<file path="config.mk">
export PLATFORM = sky130hd
export DESIGN_NAME = uart_transceiver
export DESIGN_NICKNAME = d
export VERILOG_FILES = /design/src/rtl/uart_pkg.sv /design/src/rtl/uart_tick_gen.sv /design/src/rtl/uart_transceiver.sv
export SDC_FILE = /design/constraint.sdc
export NUM_CORES = 1
export LEC_CHECK = 0
export ABC_AREA = 0
export BUFFER_PORTS_ARGS = -buffer_cell sky130_fd_sc_hd__buf_4
export CELL_PAD_IN_SITES_DETAIL_PLACEMENT = 0
export CELL_PAD_IN_SITES_GLOBAL_PLACEMENT = 1
export CORE_AREA = 2 2 85 87
export CTS_CLUSTER_DIAMETER = 100
export CTS_CLUSTER_SIZE = 20
export DETAILED_ROUTE_END_ITERATION = 6
export DIE_AREA = 0 0 87 89
export PLACE_DENSITY = 0.83
export SLEW_MARGIN = 25
export SYNTH_ARGS = -nofsm -noshare
export SYNTH_HDL_FRONTEND = slang
export SYNTH_SLANG_ARGS = --single-unit
</file>
<file path="constraint.sdc">
create_clock -name clk -period 4.7 [get_ports clk]
set_input_delay 0 -clock clk [delete_from_list [all_inputs] [get_ports clk]]
set_output_delay 0 -clock clk [all_outputs]
set_load 0.02 [all_outputs]
</file>
<file path="src/rtl/uart_pkg.sv">
// Shared constants, FSM state types and the baud divider helper for the UART.
package uart_pkg;

   localparam int unsigned PARITY_NONE = 0;
   localparam int unsigned PARITY_ODD  = 1;
   localparam int unsigned PARITY_EVEN = 2;

   // TxLoad holds an accepted byte until the next tick starts the start bit.
   typedef enum logic [2:0] {TxIdle, TxLoad, TxStart, TxData, TxParity, TxStop} tx_state_e;
   typedef enum logic [2:0] {RxIdle, RxStart, RxData, RxParity, RxStop} rx_state_e;

   function automatic int unsigned calc_div(input int unsigned clk_freq,
                                            input int unsigned baud_rate,
                                            input int unsigned sample_ratio);
      return clk_freq / baud_rate / sample_ratio;
   endfunction

endpackage

</file>
<file path="src/rtl/uart_tick_gen.sv">
// Free-running enable-tick generator: one-cycle pulse every DIV clocks.
module uart_tick_gen #(
   parameter int unsigned DIV = 651
) (
   input  logic clk,
   input  logic rst_n,
   output logic tick
);

   localparam int unsigned CW = (DIV > 1) ? $clog2(DIV) : 1;

   logic [CW-1:0] count_q;

   assign tick = (count_q == CW'(DIV - 1));

   // Wrap at DIV-1 so the tick period is exactly DIV clocks.
   always_ff @(posedge clk or negedge rst_n) begin
      if (!rst_n)    count_q <= '0;
      else if (tick) count_q <= '0;
      else           count_q <= count_q + 1'b1;
   end

endmodule

</file>
<file path="src/rtl/uart_transceiver.sv">
// Full-duplex UART: tick-paced transmitter and 16x-oversampled receiver with
// valid/ready byte interfaces and parity/frame/overrun status.
module uart_transceiver
   import uart_pkg::*;
#(
   parameter int unsigned CLK_FREQ     = 100_000_000,
   parameter int unsigned BAUD_RATE    = 9600,
   parameter int unsigned SAMPLE_RATIO = 16,
   parameter int unsigned DATA_BITS    = 8,
   parameter int unsigned PARITY       = 0,
   parameter int unsigned STOP_BITS    = 1
) (
   input  logic                 clk,
   input  logic                 rst_n,
   input  logic                 rxd,
   output logic                 txd,
   input  logic [DATA_BITS-1:0] tx_data,
   input  logic                 tx_valid,
   output logic                 tx_ready,
   output logic [DATA_BITS-1:0] rx_data,
   output logic                 rx_valid,
   input  logic                 rx_ready,
   output logic                 rx_parity_err,
   output logic                 rx_frame_err,
   output logic                 rx_overrun
);

   localparam int unsigned DIV = calc_div(CLK_FREQ, BAUD_RATE, SAMPLE_RATIO);
   localparam int unsigned CW  = $clog2(SAMPLE_RATIO);
   localparam logic [CW-1:0] LAST_TICK = CW'(SAMPLE_RATIO - 1);
   localparam logic [CW-1:0] PRE_LAST  = CW'(SAMPLE_RATIO - 2);
   localparam logic [CW-1:0] HALF_TICK = CW'(SAMPLE_RATIO / 2 - 1);
   localparam logic [3:0]    LAST_DATA = 4'(DATA_BITS - 1);
   localparam logic [3:0]    LAST_STOP = 4'(STOP_BITS - 1);
   localparam logic          ODD_PAR   = (PARITY == PARITY_ODD);

   logic tick;

   uart_tick_gen #(.DIV(DIV)) u_tick_gen (.clk(clk), .rst_n(rst_n), .tick(tick));

   // ---------------- transmitter ----------------
   tx_state_e            tx_state_q, tx_state_d;
   logic [CW-1:0]        tx_cnt_q, tx_cnt_d;
   logic [3:0]           tx_idx_q, tx_idx_d;
   logic [DATA_BITS-1:0] tx_shift_q, tx_shift_d;
   logic                 tx_par_q, tx_par_d;
   logic                 txd_q, txd_d;

   assign tx_ready = (tx_state_q == TxIdle);
   assign txd      = txd_q;

   // TX state register; txd resets high so a mid-frame reset idles the line at once.
   always_ff @(posedge clk or negedge rst_n) begin
      if (!rst_n) begin
         tx_state_q <= TxIdle;
         tx_cnt_q   <= '0;
         tx_idx_q   <= '0;
         tx_shift_q <= '0;
         tx_par_q   <= 1'b0;
         txd_q      <= 1'b1;
      end else begin
         tx_state_q <= tx_state_d;
         tx_cnt_q   <= tx_cnt_d;
         tx_idx_q   <= tx_idx_d;
         tx_shift_q <= tx_shift_d;
         tx_par_q   <= tx_par_d;
         txd_q      <= txd_d;
      end
   end

   // TX next state: each bit lasts SAMPLE_RATIO ticks, txd only changes on ticks.
   always_comb begin
      tx_state_d = tx_state_q;
      tx_cnt_d   = tx_cnt_q;
      tx_idx_d   = tx_idx_q;
      tx_shift_d = tx_shift_q;
      tx_par_d   = tx_par_q;
      txd_d      = txd_q;
      unique case (tx_state_q)
         TxIdle: begin
            txd_d = 1'b1;
            if (tx_valid) begin
               tx_shift_d = tx_data;
               tx_par_d   = ODD_PAR ? ~^tx_data : ^tx_data;
               tx_state_d = TxLoad;
            end
         end
         TxLoad: begin
            if (tick) begin
               txd_d      = 1'b0;
               tx_cnt_d   = '0;
               tx_state_d = TxStart;
            end
         end
         default: begin
            if (tick) begin
               // Leave one tick early so a held tx_valid is loaded in time for the
               // next start bit to follow the stop bit without a gap.
               if (tx_state_q == TxStop && tx_idx_q == LAST_STOP && tx_cnt_q == PRE_LAST) begin
                  tx_state_d = TxIdle;
               end else if (tx_cnt_q != LAST_TICK) begin
                  tx_cnt_d = tx_cnt_q + 1'b1;
               end else begin
                  tx_cnt_d = '0;
                  case (tx_state_q)
                     TxStart: begin
                        txd_d      = tx_shift_q[0];
                        tx_shift_d = tx_shift_q >> 1;
                        tx_idx_d   = '0;
                        tx_state_d = TxData;
                     end
                     TxData: begin
                        if (tx_idx_q != LAST_DATA) begin
                           txd_d      = tx_shift_q[0];
                           tx_shift_d = tx_shift_q >> 1;
                           tx_idx_d   = tx_idx_q + 1'b1;
                        end else if (PARITY != PARITY_NONE) begin
                           txd_d      = tx_par_q;
                           tx_state_d = TxParity;
                        end else begin
                           txd_d      = 1'b1;
                           tx_idx_d   = '0;
                           tx_state_d = TxStop;
                        end
                     end
                     TxParity: begin
                        txd_d      = 1'b1;
                        tx_idx_d   = '0;
                        tx_state_d = TxStop;
                     end
                     TxStop:  tx_idx_d = tx_idx_q + 1'b1;
                     default: ;
                  endcase
               end
            end
         end
      endcase
   end

   // ---------------- receiver ----------------
   rx_state_e            rx_state_q, rx_state_d;
   logic [CW-1:0]        rx_cnt_q, rx_cnt_d;
   logic [3:0]           rx_idx_q, rx_idx_d;
   logic [DATA_BITS-1:0] rx_shift_q, rx_shift_d;
   logic                 rx_pbad_q, rx_pbad_d;
   logic                 rx_armed_q, rx_armed_d;
   logic                 rx_meta_q, rxd_s_q;
   logic [DATA_BITS-1:0] rx_data_q, rx_data_d;
   logic                 rx_valid_q, rx_valid_d;
   logic                 rx_perr_q, rx_perr_d;
   logic                 rx_ferr_q, rx_ferr_d;
   logic                 rx_ovr_q, rx_ovr_d;
   logic                 rx_done, rx_hs;

   assign rx_data       = rx_data_q;
   assign rx_valid      = rx_valid_q;
   assign rx_parity_err = rx_perr_q;
   assign rx_frame_err  = rx_ferr_q;
   assign rx_overrun    = rx_ovr_q;
   assign rx_hs         = rx_valid_q & rx_ready;

   // Two-flop synchroniser for the asynchronous rxd pin, idles high.
   always_ff @(posedge clk or negedge rst_n) begin
      if (!rst_n) begin
         rx_meta_q <= 1'b1;
         rxd_s_q   <= 1'b1;
      end else begin
         rx_meta_q <= rxd;
         rxd_s_q   <= rx_meta_q;
      end
   end

   // RX state and output registers.
   always_ff @(posedge clk or negedge rst_n) begin
      if (!rst_n) begin
         rx_state_q <= RxIdle;
         rx_cnt_q   <= '0;
         rx_idx_q   <= '0;
         rx_shift_q <= '0;
         rx_pbad_q  <= 1'b0;
         rx_armed_q <= 1'b0;
         rx_data_q  <= '0;
         rx_valid_q <= 1'b0;
         rx_perr_q  <= 1'b0;
         rx_ferr_q  <= 1'b0;
         rx_ovr_q   <= 1'b0;
      end else begin
         rx_state_q <= rx_state_d;
         rx_cnt_q   <= rx_cnt_d;
         rx_idx_q   <= rx_idx_d;
         rx_shift_q <= rx_shift_d;
         rx_pbad_q  <= rx_pbad_d;
         rx_armed_q <= rx_armed_d;
         rx_data_q  <= rx_data_d;
         rx_valid_q <= rx_valid_d;
         rx_perr_q  <= rx_perr_d;
         rx_ferr_q  <= rx_ferr_d;
         rx_ovr_q   <= rx_ovr_d;
      end
   end

   // RX next state: mid-bit sampling on ticks, then delivery/overrun bookkeeping.
   always_comb begin
      rx_state_d = rx_state_q;
      rx_cnt_d   = rx_cnt_q;
      rx_idx_d   = rx_idx_q;
      rx_shift_d = rx_shift_q;
      rx_pbad_d  = rx_pbad_q;
      rx_armed_d = rx_armed_q;
      rx_data_d  = rx_data_q;
      rx_valid_d = rx_valid_q;
      rx_perr_d  = rx_perr_q;
      rx_ferr_d  = rx_ferr_q;
      rx_ovr_d   = rx_ovr_q;
      rx_done    = 1'b0;
      unique case (rx_state_q)
         RxIdle: begin
            // After a break the line must return high before a new start is accepted.
            if (rxd_s_q) rx_armed_d = 1'b1;
            if (tick && rx_armed_q && !rxd_s_q) begin
               rx_cnt_d   = '0;
               rx_state_d = RxStart;
            end
         end
         RxStart: begin
            if (tick) begin
               if (rx_cnt_q != HALF_TICK) begin
                  rx_cnt_d = rx_cnt_q + 1'b1;
               end else if (rxd_s_q) begin
                  rx_state_d = RxIdle;
               end else begin
                  rx_cnt_d   = '0;
                  rx_idx_d   = '0;
                  rx_state_d = RxData;
               end
            end
         end
         default: begin
            if (tick) begin
               if (rx_cnt_q != LAST_TICK) begin
                  rx_cnt_d = rx_cnt_q + 1'b1;
               end else begin
                  rx_cnt_d = '0;
                  case (rx_state_q)
                     RxData: begin
                        rx_shift_d = {rxd_s_q, rx_shift_q[DATA_BITS-1:1]};
                        rx_idx_d   = rx_idx_q + 1'b1;
                        if (rx_idx_q == LAST_DATA) begin
                           rx_state_d = (PARITY != PARITY_NONE) ? RxParity : RxStop;
                        end
                     end
                     RxParity: begin
                        rx_pbad_d  = ((^rx_shift_q) ^ rxd_s_q) != ODD_PAR;
                        rx_state_d = RxStop;
                     end
                     RxStop: begin
                        rx_done    = 1'b1;
                        rx_armed_d = rxd_s_q;
                        rx_state_d = RxIdle;
                     end
                     default: ;
                  endcase
               end
            end
         end
      endcase

      if (rx_done) begin
         rx_data_d  = rx_shift_q;
         rx_perr_d  = rx_pbad_q;
         rx_ferr_d  = ~rxd_s_q;
         rx_valid_d = 1'b1;
         rx_ovr_d   = rx_valid_q & ~rx_hs;
      end else if (rx_hs) begin
         rx_valid_d = 1'b0;
         rx_ovr_d   = 1'b0;
      end
   end

endmodule
</file>
==> results of run 1 <==
cells in the mapped netlist (4+ instances only):
master / n / area (um^2)
nand2_1: 69 / 259.0
dfrtp_1: 62 / 1551
nor2_1: 24 / 90.09
o21ai_0: 20 / 100.1
mux2_2: 18 / 202.7
xnor2_1: 14 / 122.6
inv_1: 13 / 48.80
nand3_1: 13 / 65.06
buf_2: 8 / 40.04
ha_1: 8 / 100.1
a21oi_1: 7 / 35.03
nor3_1: 6 / 30.03
xor2_1: 5 / 43.79
clkbuf_1: 4 / 15.01
nor2b_1: 4 / 25.02
layout make-up:
cell class,instances,area share
well taps,80,0.02589
clock inverters,7,0.01942
repair buffers,37,0.07896
clock buffers,9,0.03204
multi-input cells,249,0.4094
flip-flops and latches,65,0.4217
inverters,13,0.01262
placed cells by master, fill, tap and decap left out, drive strengths merged, types with 9 or more instances in the layout:
master        n
nor2         25
clkbuf        9
xnor2        14
buf          26
nand3        14
inv          16
dfrtp        62
nand2        69
dlygate4sd3  11
o21ai        21
mux2         18
power by group:
group / switching, uW / internal (uW)
Sequential: 1.32 / 561
Combinational: 15.6 / 14.2
Clock: 242 / 249
Total: 259 / 825
worst min path at each step:
stage                                            to      from  depth (start not counted)
after floorplan              rx_armed_q$_DFFE_PN0P_     rst_n                          0
after global placement          rx_meta_q$_DFF_PN1_       rxd                          1
after detailed placement        rx_meta_q$_DFF_PN1_       rxd                          1
after CTS                 tx_state_q[0]$_DFFE_PN0P_  tx_valid                          4
after global routing      tx_state_q[0]$_DFFE_PN0P_  tx_valid                          4
final                     tx_state_q[0]$_DFFE_PN0P_  tx_valid                          4
kinds of logic (layout without fill, tap and decap cells):
| family | Yosys count | count (layout) |
|---|---|---|
| fa+ha+maj | 9 | 9 |
| buf+inv | 26 | 66 |
| compound gates | 59 | 59 |
| xor+xnor | 19 | 19 |
| flops | 65 | 65 |
| mux | 20 | 20 |
| simple gates | 142 | 142 |
worst min-delay path: stages:
cell and delay (ns):
buf_4 0.09, nand2_1 0.07, a21boi_0 0.12, o21ai_0 0.07
through the flow:
stage	area [um^2]	util	total power, uW	setup WS [ns]	std cells
5_1_grt	3866	0.5754	1124	2.082	460
3_5_place_dp	3557	0.5294	597.0	2.273	433
6_report	3866	0.5754	1084	2.250	460
4_1_cts	3866	0.5754	1097	2.260	460
2_1_floorplan	3324	-	576.0	2.836	340
3_3_place_gp	3557	0.5294	596.7	2.326	433
layer usage:
| layer | share of wire | routed length, um |
|---|---|---|
| met5 | 0 | 0 |
| met3 | 0.033 | 211 |
| met4 | 0.0092 | 59 |
| met2 | 0.48 | 3052 |
| met1 | 0.48 | 3085 |
sequential cells by signal (all words and copies together) (netlist names), 4 cells and up:
name,cells
tx_shift_q,8
tx_cnt_q,4
tx_idx_q,4
rx_data,8
u_tick_gen.count_q,10
rx_cnt_q,4
rx_idx_q,4
rx_shift_q,8
==> flow_summary.toml, run 1 <==
[status]
status = "finished clean"

[sta]
finalHoldViolations = 0
fin_skew_ns = 0.01354
fin_hold_ws_ns = 0.03858
clock.fmax_mhz = 408.2
final-max-slew-violation-count = 0
fin_crit_ns = 2.450
finalCritPeriodShare = 0.5212
worst_pin_slew_ns = 0.8352
tns_ns = 0
rsz0062_at_grt = "no"
setup_violations = 0
relSlewSlack = 0.4432

[detailed_routing]
ant_nets = 0
vias = 2479
routed_wl_um = 6410
avgViaCountPerCell = 5.389
drc = 0
drt-wirelength-per-cell_um = 13.93
drtPass1Iterations = 7
first_iter_violations = 139

[clock_tree]
clock_sinks = 65
htreeDepth = 3
postCtsResizedCells = 0
clk_pin_slew_ns = 0.08
cts_tree = "built"
cts_buffer_depth = 2
cts-root-buf = "clkbuf_8"
hold_buffers = 11
numCtsBuffers = 9
clk_latency_ns = 0.35
cts_setup_buffers = 0

[critical_path]
path_max_fanout = 17
crit_path_end = "tx_shift_q[1]$_DFFE_PN0P_"
setup.worst_path.end_class = "register"
critical_path.max_stage_delay_ns = 0.62
crit_start = "tx_state_q[1]$_DFFE_PN0P_"
crit_chain = "or3_1 -> inv_1 -> nand2_1 -> o21ai_2 -> o211ai_4 -> mux2_2"
crit_family = "simple AND/OR/NAND/NOR gates"
start_kind = "register"
reg2reg_to = "tx_shift_q[1]$_DFFE_PN0P_"
slowest_stage = "or3_1"
crit_cells = 6
r2r_cells = 6
r2r_start = "tx_state_q[1]$_DFFE_PN0P_"
cp_num_buf_inv = 1
worst-endpoint-required_ns = 4.94
crit_type = "reg2reg"
cp_data_arrival_time_ns = 2.69
reg2reg_setup_slack_ns = 2.25

[synth]
syn_area_per_cell_um2 = 9.778
syn-cell-area_um2 = 3324
dominantRegCellSynth = "dfrtp_1"
synthesis.nets = 361
synth.distinct_cells = 57
synthCells = 340
yosysWarningCount = 0
synth-xor-area-share = 0.05006
muxShareOfSynthArea = 0.06699
synth-adder-area-share = 0.03312
synth_compound_area_frac = 0.1223
synth-edff-count = 0
ys_seq_elements = 65
async_flop_share = 1.000
ys_seq_area_frac = 0.4904
synth_top_family_by_area = "simple AND/OR/NAND/NOR gates"
synthSimpleGateAreaFrac = 0.2036

[placement]
hpwl_um = 4148
port_buffers = 26
globalplace.congestion = 0.8252

[floorplanning]
rows = 30
die_area_um2 = 7743
initial_core_util = 0.4948
core-area_um2 = 6719
die_y_um = 89
die_w_um = 87
io_pins = 27

[finish]
seq_area_um2 = 1630
diodes = 0
multi_input_area_um2 = 1583
area_growth_pct = 16.30
drive_above_1_share = 0.1921
nets = 396
n_fill_cell = 605

[global_route]
grt_start_max_net_pins = 66
use_met2 = 0.2880
grt-ovfl-total = 0
grt_use_met3 = 0.04617
grt_util_all_layers = 0.1795
grt_pass1_vias = 2331
use_met1 = 0.2302
grt_pass1_wl_um = 10750
busiest_layer = "met2"
grt_antenna_before_repair = 0

[job]
cap_violations = 0

[power_and_ir_drop]
cellLeakagePower_uw = 0.001877
irDropWorstVdd_v = 0.0001638
power_density_nw_per_um2 = 280.3

[worst_hold_path]
hp-class = "in2reg"
(Power assumes the default switching activity.)
==> run 2: changes to the inputs <==
ABC_AREA = 1   (was 0)
CORE_AREA = 2 2 98 100   (was 2 2 85 87)
DIE_AREA = 0 0 100 102   (was 0 0 87 89)
PLACE_DENSITY = 0.74   (was 0.83)
clock period = 2.2 ns   (was 4.7 ns; I/O delays follow)
==> run 2 against run 1 <==
Sequential power up 150%. Clock power up 130%. Design area up 6.6%. First-iteration DRC count down 47%. Synthesized cell count up 36%.
==> flow_summary.toml, run 2 <==
[synth]
synthesis.nets = 485
synth-edff-count = 0
syn_area_per_cell_um2 = 7.666
dominantRegCellSynth = "dfrtp_1"
synth_top_area_share = 0.4362
ys_seq_area_frac = 0.4583
synth.distinct_cells = 33
synthCells = 464
yosys-top-cells-area = "dfrtp_1 44%, nand2_1 17%, inv_1 5.2%, nor2_1 4.0%, nand3_1 3.8%"
async_flop_share = 1.000
yosys-top-cells-count = "165 x nand2_1, 62 x dfrtp_1, 49 x inv_1, 38 x nor2_1, 27 x nand3_1"
ys_seq_elements = 65
syn-cell-area_um2 = 3557
synth_most_common_cell = "nand2_1"
yosysWarningCount = 0
synth_top_area_cell = "dfrtp_1"

[critical_path]
r2r_start = "u_tick_gen.count_q[0]$_DFF_PN0_"
reg2reg_to = "tx_shift_q[0]$_DFFE_PN0P_"
crit_chain = "inv_1 -> ha_1 -> nand2_1 -> nor2_2 -> nand3_4 -> a21oi_4 -> nand3_4 -> nand2_1 -> nand2_1"
crit_cells = 9
crit_top_cell = "nand2_1"
r2r_cells = 9
setup.worst_path.end_class = "register"
critical_path.max_stage_delay_ns = 0.41
crit_path_end = "tx_shift_q[0]$_DFFE_PN0P_"
cp_data_arrival_time_ns = 1.98
slowest_stage = "dfrtp_1"
cp_num_buf_inv = 1
crit_type = "reg2reg"
crit_family = "simple AND/OR/NAND/NOR gates"
path_max_fanout = 9
crit_start = "u_tick_gen.count_q[0]$_DFF_PN0_"
reg2reg_setup_slack_ns = 0.45
worst-endpoint-required_ns = 2.43
start_kind = "register"

[clock_tree]
hold_buffers = 3
cts_setup_buffers = 0
clock_sinks = 65
numCtsBuffers = 9
cts-root-buf = "clkbuf_8"
htreeDepth = 3
cts_buffer_depth = 2
clk_latency_ns = 0.34
postCtsResizedCells = 0
clk_pin_slew_ns = 0.07
cts_tree = "built"

[floorplanning]
core-area_um2 = 9109
io_pins = 27
rows = 35
die_w_um = 100
die_area_um2 = 10200
initial_core_util = 0.3905
die_y_um = 102

[finish]
seq_area_um2 = 1630
diodes = 0
mostFrequentLayoutCells = "165 x nand2_1, 62 x dfrtp_1, 49 x inv_1"
drive_above_1_share = 0.1505
multi_input_area_um2 = 1677
nets = 521
largest_register_ffs = 10
regMostFlops = "u_tick_gen.count_q"
stdcell_count = 616
mostFrequentLayoutCell = "nand2_1"
area_growth_pct = 15.86
n_fill_cell = 925

[power_and_ir_drop]
clock_power_share = 0.329
power_switching_uw = 1223
pwr-share-comb = 0.273
finalPower_uw = 3499
cellLeakagePower_uw = 0.002081
irDropWorstVdd_v = 0.0005741
power_density_nw_per_um2 = 849.1
seqPwrFrac = 0.398
internal_power_uw = 2277
sw_frac_of_total = 0.3495

[sta]
fin_skew_ns = 0.01253
final-max-slew-violation-count = 0
worst_pin_slew_ns = 0.8357
clock.fmax_mhz = 572.2
finalCritPeriodShare = 0.7943
relSlewSlack = 0.4429
finalHoldViolations = 0
setup_violations = 0
fin_crit_ns = 1.748
tns_ns = 0
setup_slack_ns = 0.4525
rsz0062_at_grt = "no"

[detailed_routing]
ant_nets = 0
avgViaCountPerCell = 4.731
drc = 0
wl_met2_um = 3270
dr.max_layer_used = "met4"
vias = 2914
routed_wl_um = 7105
first_iter_violations = 73
drt-wirelength-per-cell_um = 11.53
drtPass1Iterations = 4
wl_met3_um = 179
wl_met1_um = 3530

[worst_hold_path]
hp-class = "in2reg"

[global_route]
grt_start_max_net_pins = 66
grt_pass1_vias = 2845
grt_pass1_wl_um = 12750
grt_antenna_before_repair = 0
grt-ovfl-total = 0
grt_util_all_layers = 0.1560

[status]
status = "finished clean"

[placement]
globalplace.congestion = 0.7774
place_inst = 597
port_buffers = 26
dpl_worst_slack_ns = 0.4307
hpwl_um = 5090

[job]
cap_violations = 0
## run 2: tightest hold or removal path, cell delays in order
cell	delay, ns
buf_4	0.08
nand2_1	0.04
nand2_1	0.05
nand4_1	0.09
nand2_1	0.07
## run 2: cell families after synthesis
kind of cell / after synthesis / share of synthesized area
flops: 65 / 0.4583
simple gates: 269 / 0.3422
fa+ha+maj: 8 / 0.02814
compound gates: 49 / 0.07387
xor+xnor: 11 / 0.02709
buf+inv: 62 / 0.07035
## run 2: per-layer routing
metal	track usage	vias to the layer above
met1	0.2013	1329
li1	-	1536
met2	0.2594	40
met5	0	-
met3	0.02462	9
met4	0.07271	0
## run 2: worst min-delay path by stage
stage / start / end / slack [ns] / cells after the start
6_report: tx_data[5] / tx_shift_q[5]$_DFFE_PN0P_ / 0.02 / 5
5_1_grt: tx_data[5] / tx_shift_q[5]$_DFFE_PN0P_ / 0.03 / 5
4_1_cts: tx_data[5] / tx_shift_q[5]$_DFFE_PN0P_ / 0.001 / 5
3_5_place_dp: rxd / rx_meta_q$_DFF_PN1_ / 0.11 / 1
3_3_place_gp: rxd / rx_meta_q$_DFF_PN1_ / 0.11 / 1
2_1_floorplan: rst_n / rx_armed_q$_DFFE_PN0P_ / -0.30 / 0
## run 2: metrics by stage
step             util  cell area [um^2]  hold slack, ns
4_1_cts        0.4525              4121        0.001197
2_1_floorplan       -              3557         -0.2956
6_report       0.4525              4121         0.01891
3_5_place_dp   0.4240              3862          0.1104
3_3_place_gp   0.4240              3862          0.1087
5_1_grt        0.4525              4121         0.02696
## run 2: power by group through the flow
stage / logic, uW / clock network, uW / registers (uW)
3_3_place_gp: 948 / 0 / 1410
2_1_floorplan: 754 / 0 / 1400
4_1_cts: 964 / 1200 / 1390
5_1_grt: 1090 / 1250 / 1410
6_report: 956 / 1150 / 1390
3_5_place_dp: 958 / 0 / 1410
## run 2: cell type report
type                    instances  area share
clock buffers                  10     0.03339
clock inverters                 6     0.02216
inverters                      57     0.05191
multi-input cells             337      0.4068
flip-flops and latches         65      0.3956
well taps                     111     0.03370
repair buffers                 30     0.05647
==> run 3: changes to the inputs <==
clock period = 1.6 ns   (was 2.2 ns; I/O delays follow)
==> run 3 against run 2 <==
First-iteration DRC count grew 71%. Global-route usage is 0.68 points higher. Register-to-register slack got worse by 0.43 ns. Sequential share of layout area shrank 4.4 points. Highest routed layer unchanged.
==> flow_summary.toml, run 3 (same netlist as run 2, synthesis figures left out) <==
[placement]
globalplace.congestion = 0.8306
port_buffers = 26
dpl_worst_slack_ns = -0.04745
place_area_um2 = 4095
hpwl_um = 5365

[finish]
area_growth_pct = 30.67
final_area_um2 = 4648
mostFrequentLayoutCells = "157 x nand2_1, 60 x dfrtp_1, 54 x buf_4"
multi_input_area_um2 = 1805
n_fill_cell = 884
drive_above_1_share = 0.2597
diodes = 0
mostFrequentLayoutCell = "nand2_1"
largest_register_ffs = 10
regMostFlops = "u_tick_gen.count_q"
nets = 559
seq_area_um2 = 1633

[clock_tree]
cts-root-buf = "clkbuf_8"
clk_latency_ns = 0.35
htreeDepth = 3
numCtsBuffers = 9
clock_sinks = 65
cts_tree = "built"
cts_buffer_depth = 2
clk_pin_slew_ns = 0.08

[floorplanning]
rows = 35
initial_core_util = 0.3905
core-area_um2 = 9109
die_y_um = 102
die_w_um = 100
die_area_um2 = 10200
io_pins = 27

[global_route]
use_met1 = 0.2100
use_met2 = 0.2734
grt_antenna_before_repair = 0
grt_pass1_wl_um = 13310
grt_pass1_vias = 2995
grt_start_max_net_pins = 38
grt_use_met3 = 0.02257
busiest_layer = "met2"
grt_util_all_layers = 0.1629
grt-ovfl-total = 0

[critical_path]
crit_start = "u_tick_gen.count_q[0]$_DFF_PN0_"
start_kind = "register"
path_max_fanout = 8
setup.worst_path.end_class = "register"
crit_type = "reg2reg"
cp_data_arrival_time_ns = 1.82
worst-endpoint-required_ns = 1.84
r2r_start = "u_tick_gen.count_q[0]$_DFF_PN0_"

[sta]
clock.fmax_mhz = 634.3
relSlewSlack = 0.7460
fin_crit_ns = 1.576
finalHoldViolations = 0
worst_pin_slew_ns = 0.3810
fin_skew_ns = 0.006141
finalCritPeriodShare = 0.9853
setup_violations = 0
rsz0062_at_grt = "yes"
setup_slack_ns = 0.02355
final-max-slew-violation-count = 0

[detailed_routing]
routed_wl_um = 7788
avgViaCountPerCell = 4.829
ant_nets = 0
first_iter_violations = 125
drc = 0
drtPass1Iterations = 4
vias = 3158
drt-wirelength-per-cell_um = 11.91

[power_and_ir_drop]
cellLeakagePower_uw = 0.002330
irDropWorstVdd_v = 0.0006955
power_density_nw_per_um2 = 1098

[worst_hold_path]
hp-class = "in2reg"
worstHoldStart = "tx_data[1]"

[job]
cap_violations = 0

[status]
status = "finished clean"
[run 3: metrics by stage]
step / std cells / util / TNS, ns / hold slack [ns] / total power, uW
after floorplan: 464 / - / 0 / -0.2956 / 2964
after global placement: 623 / 0.4496 / 0 / -0.05371 / 3388
after detailed placement: 623 / 0.4496 / -0.1666 / -0.04662 / 3400
after CTS: 648 / 0.4891 / -0.01249 / 0.0008025 / 5116
after global routing: 654 / 0.5103 / -3.152 / 0.04878 / 5458
final: 654 / 0.5103 / 0 / 0.01709 / 5102
[run 3: power by group]
part / internal (uW) / total [uW] / switching, uW / leakage [uW]
Sequential: 1800 / 1920 / 122 / 0.000864
Combinational: 574 / 1520 / 946 / 0.00135
Clock: 971 / 1660 / 691 / 0.000116
[run 3: area by class of cell]
type,instances,area share
sequential,65,0.3513
clock inverter,5,0.01830
inverter,57,0.04684
clock buffer,11,0.03257
multi-input combinational,337,0.3884
timing repair buffer,68,0.1327
tap,111,0.02988
[run 3: worst max-delay path: stages (launching register included)]
cell,delay (ns)
dfrtp_1,0.39
inv_1,0.06
ha_2,0.18
nand2_2,0.07
nor2_4,0.10
nand3_4,0.16
a21oi_4,0.23
nand3_4,0.14
nand2_2,0.10
nand2_2,0.04
[run 3: path summary, 6_finish.rpt]
check	endpoint	slack (ns)	depth (start not counted)
worst max-delay path	tx_shift_q[3]$_DFFE_PN0P_	0.02	9
worst min-delay path	tx_shift_q[1]$_DFFE_PN0P_	0.02	5
worst max register to register	tx_shift_q[3]$_DFFE_PN0P_	0.02	9
worst min register to register	rxd_s_q$_DFF_PN1_	0.36	0
min in group asynchronous	rx_shift_q[0]$_DFFE_PN0P_	0.11	2
max in group asynchronous	txd$_DFFE_PN1P_	0.88	3
[run 3: what timing repair did]
item | in CTS | in global routing
resized for setup | 9 | 42
buffers inserted | 2 | 4
endpoints found under the setup margin | 13 | 54
hold endpoints to repair | 71 | 0
pin swaps | 7 | 8
hold buffers | 7 | 0
cloned | 0 | 2
[run 3: per-layer routing]
layer | vias up | routed length (um) | share of wire
li1 | 1618 | - | -
met1 | 1474 | 3606 | 0.46
met2 | 49 | 3768 | 0.48
met3 | 17 | 247 | 0.032
met4 | 0 | 165 | 0.021
met5 | - | 0 | 0
